$ cat config.mk
export PLATFORM = sky130hd
export DESIGN_NAME = wb_arbiter
export DESIGN_NICKNAME = d
export VERILOG_FILES = /design/src/rtl/wb_arbiter_pkg.sv /design/src/rtl/wb_fifo.sv /design/src/rtl/wb_arbiter.sv
export SDC_FILE = /design/constraint.sdc
export NUM_CORES = 1
export LEC_CHECK = 0
export BUFFER_PORTS_ARGS = -buffer_cell sky130_fd_sc_hd__buf_2
export CAP_MARGIN = 20
export CORE_MARGIN = 2
export CORE_UTILIZATION = 53
export CTS_BUF_LIST = sky130_fd_sc_hd__clkbuf_4 sky130_fd_sc_hd__clkbuf_8 sky130_fd_sc_hd__clkbuf_16
export DETAILED_ROUTE_END_ITERATION = 12
export GPL_TIMING_DRIVEN = 0
export PLACE_DENSITY = 0.75
export SETUP_SLACK_MARGIN = 0.2
export SYNTH_ARGS = -nofsm -noshare
export SYNTH_HDL_FRONTEND = slang
export SYNTH_HIERARCHICAL = 1
export SYNTH_SLANG_ARGS = --single-unit
export TNS_END_PERCENT = 20
$ cat constraint.sdc
create_clock -name CLK -period 3.2 [get_ports CLK]
set_clock_uncertainty 0.1 [all_clocks]
set_input_delay 0.96 -clock CLK [delete_from_list [all_inputs] [get_ports CLK]]
set_output_delay 0.96 -clock CLK [all_outputs]
set_load 0.02 [all_outputs]
$ cat src/rtl/wb_arbiter_pkg.sv
// rtl/wb_arbiter_pkg.sv - shared widths and grant encoding for the write-back arbiter
//   WB_XLEN  : default data width
//   WB_AW    : default register address width
//   gnt_e    : which source owns the register-file write port this cycle
package wb_arbiter_pkg;

   localparam int WB_XLEN = 32;
   localparam int WB_AW   = 5;

   typedef enum logic [1:0] {
      GNT_NONE = 2'd0,
      GNT_ALU  = 2'd1,
      GNT_LSU  = 2'd2
   } gnt_e;

endpackage

$ cat src/rtl/wb_fifo.sv
// rtl/wb_fifo.sv - synchronous FIFO buffering load results ahead of write-back
//   CLK, RSTn        : clock, asynchronous active-low reset
//   push_i, din_i    : write side
//   pop_i, dout_o    : read side; dout_o shows the head entry (first-word fall-through)
//   full_o, empty_o  : occupancy flags
//   count_o          : number of stored entries
module wb_fifo #(
   parameter int DEPTH = 4,
   parameter int WIDTH = 37
) (
   input  logic                     CLK,
   input  logic                     RSTn,
   input  logic                     push_i,
   input  logic [WIDTH-1:0]         din_i,
   input  logic                     pop_i,
   output logic [WIDTH-1:0]         dout_o,
   output logic                     full_o,
   output logic                     empty_o,
   output logic [$clog2(DEPTH):0]   count_o
);

   localparam int PW = $clog2(DEPTH);

   logic [WIDTH-1:0] mem_q [DEPTH];
   logic [PW-1:0]    wptr_q, wptr_d;
   logic [PW-1:0]    rptr_q, rptr_d;
   logic [PW:0]      count_q, count_d;
   logic             do_push, do_pop;

   assign full_o  = (count_q == (PW+1)'(DEPTH));
   assign empty_o = (count_q == '0);
   // A push while full is still safe when the head leaves in the same cycle.
   assign do_push = push_i && (!full_o || pop_i);
   assign do_pop  = pop_i && !empty_o;
   assign dout_o  = mem_q[rptr_q];
   assign count_o = count_q;

   // Pointers are PW bits wide, so they wrap modulo DEPTH on their own.
   always_comb begin
      wptr_d  = wptr_q;
      rptr_d  = rptr_q;
      count_d = count_q;
      if (do_push) wptr_d = wptr_q + 1'b1;
      if (do_pop)  rptr_d = rptr_q + 1'b1;
      if (do_push && !do_pop) count_d = count_q + 1'b1;
      if (do_pop && !do_push) count_d = count_q - 1'b1;
   end

   always_ff @(posedge CLK or negedge RSTn) begin
      if (!RSTn) begin
         wptr_q  <= '0;
         rptr_q  <= '0;
         count_q <= '0;
      end else begin
         wptr_q  <= wptr_d;
         rptr_q  <= rptr_d;
         count_q <= count_d;
      end
   end

   always_ff @(posedge CLK) begin
      if (do_push) mem_q[wptr_q] <= din_i;
   end

endmodule

$ cat src/rtl/wb_arbiter.sv
// rtl/wb_arbiter.sv - arbitrates ALU and load results onto the register-file write port
//   CLK, RSTn                      : clock, asynchronous active-low reset
//   stall                          : pipeline stall; freezes the write port and all grants
//   alu_valid/alu_ready/rd/data    : ALU result handshake (ready is combinational, no buffer)
//   lsu_valid/lsu_ready/rd/data    : load result handshake into the load FIFO
//   wen, wadd, wdata               : registered register-file write port
//   radd1/2, fwdK_hit, fwdK_data   : bypass of the in-flight write to the read ports
//   lsu_count                      : load FIFO occupancy
module wb_arbiter
   import wb_arbiter_pkg::*;
#(
   parameter int XLEN       = WB_XLEN,
   parameter int AW         = WB_AW,
   parameter int LSU_DEPTH  = 4,
   parameter int STARVE_MAX = 3
) (
   input  logic                         CLK,
   input  logic                         RSTn,
   input  logic                         stall,
   input  logic                         alu_valid,
   output logic                         alu_ready,
   input  logic [AW-1:0]                alu_rd,
   input  logic [XLEN-1:0]              alu_data,
   input  logic                         lsu_valid,
   output logic                         lsu_ready,
   input  logic [AW-1:0]                lsu_rd,
   input  logic [XLEN-1:0]              lsu_data,
   output logic                         wen,
   output logic [AW-1:0]                wadd,
   output logic [XLEN-1:0]              wdata,
   input  logic [AW-1:0]                radd1,
   input  logic [AW-1:0]                radd2,
   output logic                         fwd1_hit,
   output logic                         fwd2_hit,
   output logic [XLEN-1:0]              fwd1_data,
   output logic [XLEN-1:0]              fwd2_data,
   output logic [$clog2(LSU_DEPTH):0]   lsu_count
);

   localparam int SW = $clog2(STARVE_MAX + 1);

   gnt_e             gnt;
   logic             fifo_full, fifo_empty, fifo_push, fifo_pop;
   logic [AW+XLEN-1:0] fifo_head;
   logic [AW-1:0]    sel_rd;
   logic [XLEN-1:0]  sel_data;
   logic [SW-1:0]    starve_q, starve_d;
   logic             wen_q, wen_d;
   logic [AW-1:0]    wadd_q, wadd_d;
   logic [XLEN-1:0]  wdata_q, wdata_d;

   // Load FIFO keeps accepting during stall; only the drain side is frozen.
   assign fifo_push = lsu_valid && !fifo_full;
   assign fifo_pop  = (gnt == GNT_LSU);
   assign lsu_ready = !fifo_full;

   wb_fifo #(
      .DEPTH (LSU_DEPTH),
      .WIDTH (AW + XLEN)
   ) u_fifo (
      .CLK     (CLK),
      .RSTn    (RSTn),
      .push_i  (fifo_push),
      .din_i   ({lsu_rd, lsu_data}),
      .pop_i   (fifo_pop),
      .dout_o  (fifo_head),
      .full_o  (fifo_full),
      .empty_o (fifo_empty),
      .count_o (lsu_count)
   );

   // ALU normally wins; a backlog of loads is forced through after STARVE_MAX ALU wins.
   always_comb begin
      gnt = GNT_NONE;
      if (!stall) begin
         if (starve_q == SW'(STARVE_MAX) && !fifo_empty) gnt = GNT_LSU;
         else if (alu_valid)                             gnt = GNT_ALU;
         else if (!fifo_empty)                           gnt = GNT_LSU;
      end
   end

   assign alu_ready = (gnt == GNT_ALU);

   always_comb begin
      sel_rd   = alu_rd;
      sel_data = alu_data;
      if (gnt == GNT_LSU) begin
         sel_rd   = fifo_head[AW+XLEN-1:XLEN];
         sel_data = fifo_head[XLEN-1:0];
      end

      starve_d = starve_q;
      wen_d    = wen_q;
      wadd_d   = wadd_q;
      wdata_d  = wdata_q;
      // Under stall the register file ignores writes, so the pending write is held.
      if (!stall) begin
         if (fifo_empty || gnt == GNT_LSU)
            starve_d = '0;
         else if (gnt == GNT_ALU && starve_q != SW'(STARVE_MAX))
            starve_d = starve_q + 1'b1;

         wen_d = 1'b0;
         if (gnt != GNT_NONE) begin
            // x0 results still complete their handshake but never write.
            wen_d   = (sel_rd != '0);
            wadd_d  = sel_rd;
            wdata_d = sel_data;
         end
      end
   end

   always_ff @(posedge CLK or negedge RSTn) begin
      if (!RSTn) begin
         starve_q <= '0;
         wen_q    <= 1'b0;
         wadd_q   <= '0;
         wdata_q  <= '0;
      end else begin
         starve_q <= starve_d;
         wen_q    <= wen_d;
         wadd_q   <= wadd_d;
         wdata_q  <= wdata_d;
      end
   end

   assign wen   = wen_q;
   assign wadd  = wadd_q;
   assign wdata = wdata_q;

   // Register-file reads return pre-write data in the write cycle, so bypass it here.
   assign fwd1_hit  = wen_q && (wadd_q == radd1) && (radd1 != '0);
   assign fwd2_hit  = wen_q && (wadd_q == radd2) && (radd2 != '0);
   assign fwd1_data = wdata_q;
   assign fwd2_data = wdata_q;

endmodule

==> summary.txt <==
Route
  • Vias per std cell: 5.36
  • Detail Route Antenna Nets: 0
  • Routed via count: 4,945
  • Drt pass-1 iters: 4
  • Initial DRC count: 246
  • Wirelength, routed: 17,000 um
  • Residual DRC: 0
  • Wirelength per Cell: 18.4 um

Final layout
  • ANT cells: 0
  • Final core utilization: 66.5%
  • Fill cell count: 1,084
  • Fin area: 10,000 um2
  • Final Non-Filler Cells: 922
  • Layout cells sized above 1: 49.2%
  • Post-layout nets: 817
  • Area grow syn2layout: 23.2%

STA
  • Ratio of final minimum period to clock period: 90.6%
  • Max_slew headroom: 26.7%
  • Setup-failing EPs final: 0
  • Post-layout min period: 2.90 ns
  • Worst slew pin tran: 1.10 ns
  • Setup repair after global routing missed its margin: true
  • Count of final max-slew check failures: 0
  • Hold Vio Cnt, Final: 0
  • Max Clock Freq: 0.345 GHz

Floorplanning
  • Die Ht: 128 um
  • Die area: 16,400 um2
  • Chip width: 128 um
  • Core ar.: 15,100 um2
  • Initial Util: 53.9%
  • # rows: 45
  • I/O pins: 198

Place
  • Gp weighted congestion: 0.761
  • HPWL Detailed: 11,300 um
  • Placed Instances: 887
  • Dpl cell area: 9380 um2
  • Port bufs: 196

Power
  • PD cells: 956 nW/um2
  • P_leak: 4.04 nW
  • Peak VDD IR: 0.634 mV
  • Final Power: 9.59 mW

Synthesis
  • Synth Area in Compound Gates: 3.67%
  • Netlist Area Pre-Place: 8140 um2
  • Mapped Cells: 502
  • Ranking of synthesized cells by area: edfxtp_1, dfrtp_1, mux4_2
  • Post-synth cell types: 32
  • Top FF cell, synth: edfxtp_1
  • Mapped Avg Cell Area: 16.2 um2
  • XOR/XNOR Fraction of Synth Area: 1.51%
  • Async S/R FF share, synth: 24.1%
  • EDFF count, synth: 148
  • Multiplexer share of the synthesized area: 11.2%
  • Seq/Total Area, Yosys: 69.1%
  • Top-area cell type share of the netlist area: 54.6%
  • Synth Area in Simple Gates: 5.32%
  • Most common cell in the synthesized netlist: edfxtp_1
  • Ys Warns: 6
  • Post-Synth Adder-Cell Area: 1.17%
  • Post-Synthesis Net Count: 598
  • Seq cells post-synth: 195
  • Most common library cells after synthesis: edfxtp_1, nor2_1, buf_4
  • Main combinational cell family by area after synthesis: multiplexers
  • Synth area leader: edfxtp_1

Setup path
  • Worst-path fanout max: 10
  • WS Path Type: flop to output port
  • Worst Setup End Kind: output port
  • Data arrival, critical path: 1.84 ns
  • RR Startpoint: starve_q[0]
  • CP startpoint: u_fifo/count_o[1]
  • Startpoint Class: flop
  • WP data required: 2.14 ns

Outcome
  • Status: finished clean

CTS
  • Max Root-Sink Buffers: 2
  • Clock tree sinks: 195
  • CTS tree: built
  • Reg clk slew, reported paths: 0.07 ns
  • Worst-Skew Late Latency: 0.42 ns
  • CTS buffer count: 17
  • H-tree depth: 4
  • CTS Root Cell: clkbuf_16

Global route
  • Antenna violations before repair: 0
  • Largest net degree at the start of global routing: 38
  • Global-route wire length before repair: 25,700 um
  • GRT Residual Overflow: 0
  • Vias in the first global route: 4,862
  • Overall Global Routing Usage: 21.3%

Run
  • Max_cap viols: 0

Hold path
  • Hold WC Path Type: input port to async pin
-- layer usage --
metal / GRT usage (%) / routed length, um / vias to the layer above
li1: - / - / 2255
met1: 27.4 / 6880 / 2445
met4: 6.72 / 214 / 0
met5: 0 / 0 / -
met3: 4.88 / 1270 / 19
met2: 36.4 / 8630 / 226
-- layout by cell type (no fill, tap or decap), types with 5 or more instances in the layout --
| cell type | count |
|---|---|
| o22ai_1 | 32 |
| a21oi_1 | 7 |
| dfrtp_1 | 47 |
| mux4_2 | 37 |
| edfxtp_1 | 148 |
| buf_4 | 69 |
| buf_6 | 5 |
| ha_1 | 6 |
| xnor2_1 | 8 |
| clkbuf_16 | 19 |
| buf_2 | 208 |
| mux2i_1 | 6 |
| nor4_1 | 5 |
| inv_1 | 12 |
| nand2_1 | 5 |
| xor2_1 | 6 |
| nor2_1 | 72 |
-- logic make-up (layout without fill, tap and decap cells) --
| logic type | after synthesis | count (layout) |
|---|---|---|
| flip-flops | 195 | 195 |
| AND/OR/NAND/NOR | 100 | 100 |
| buffers and inverters | 96 | 328 |
| AO/OA/AOI/OAI | 46 | 46 |
| multiplexers | 44 | 44 |
| XOR/XNOR | 14 | 14 |
| adder cells (fa/ha/maj) | 7 | 7 |
-- registers in the layout, summed over array words and instances (netlist names) --
signal          cells
u_fifo/rptr_q       2
u_fifo/count_o      3
wadd                5
u_fifo/wptr_q       2
u_fifo/mem_q      148
fwd1_data          32
wen                 1
starve_q            2
-- cell type report --
type	instances	area (um2)	share of cell area, %
sequential	195	5620	56.1
multi-input combinational	211	1870	18.6
timing repair buffer	200	1020	10.2
buffer	84	616	6.14
clock buffer	26	553	5.52
tap	188	235	2.35
clock inverter	6	65.1	0.649
inverter	12	45.0	0.449
-- per-stage QoR --
step	setup slack (ns)	hold slack [ns]	setup TNS [ns]
floorplan	0.220	0.357	0
global placement	-0.0919	0.374	-13.01
detailed placement	-0.128	0.412	-17.91
CTS	0.234	0.411	0
global route	0.177	0.425	0
finish	0.301	0.410	0
-- worst paths after layout --
| kind | slack [ns] | end | depth (start not counted) |
|---|---|---|---|
| max | 0.30 | alu_ready | 6 |
| min | 0.41 | fwd1_data[19] | 1 |
| max reg2reg | 0.37 | u_fifo/count_o[2] | 14 |
| min reg2reg | 0.44 | starve_q[0] | 1 |
| max in group asynchronous | 2.03 | wadd[4] | 2 |
| min in group CLK | 0.44 | starve_q[0] | 1 |
-- report_power, final --
part	leakage [nW]	total, mW	switching (mW)	internal, mW
logic	1.86	3.67	2.03	1.64
clock network	0.295	2.15	0.870	1.28
registers	1.88	3.77	0.356	3.42
-- worst max-delay path: stages, from the launching register on --
cell,delay [ns]
dfrtp_1,0.45
nor3_4,0.29
nand2b_1,0.17
nand3b_1,0.10
buf_2,0.19
inv_1,0.06
buf_2,0.15
-- what timing repair did --
item,4_1_cts,5_1_grt
hold buffers,0,0
setup buffers,1,2
endpoints found under the setup margin,2,2
gates resized for setup,2,0
pin swaps,1,1
No activity file was read; power rests on OpenSTA's default activity.
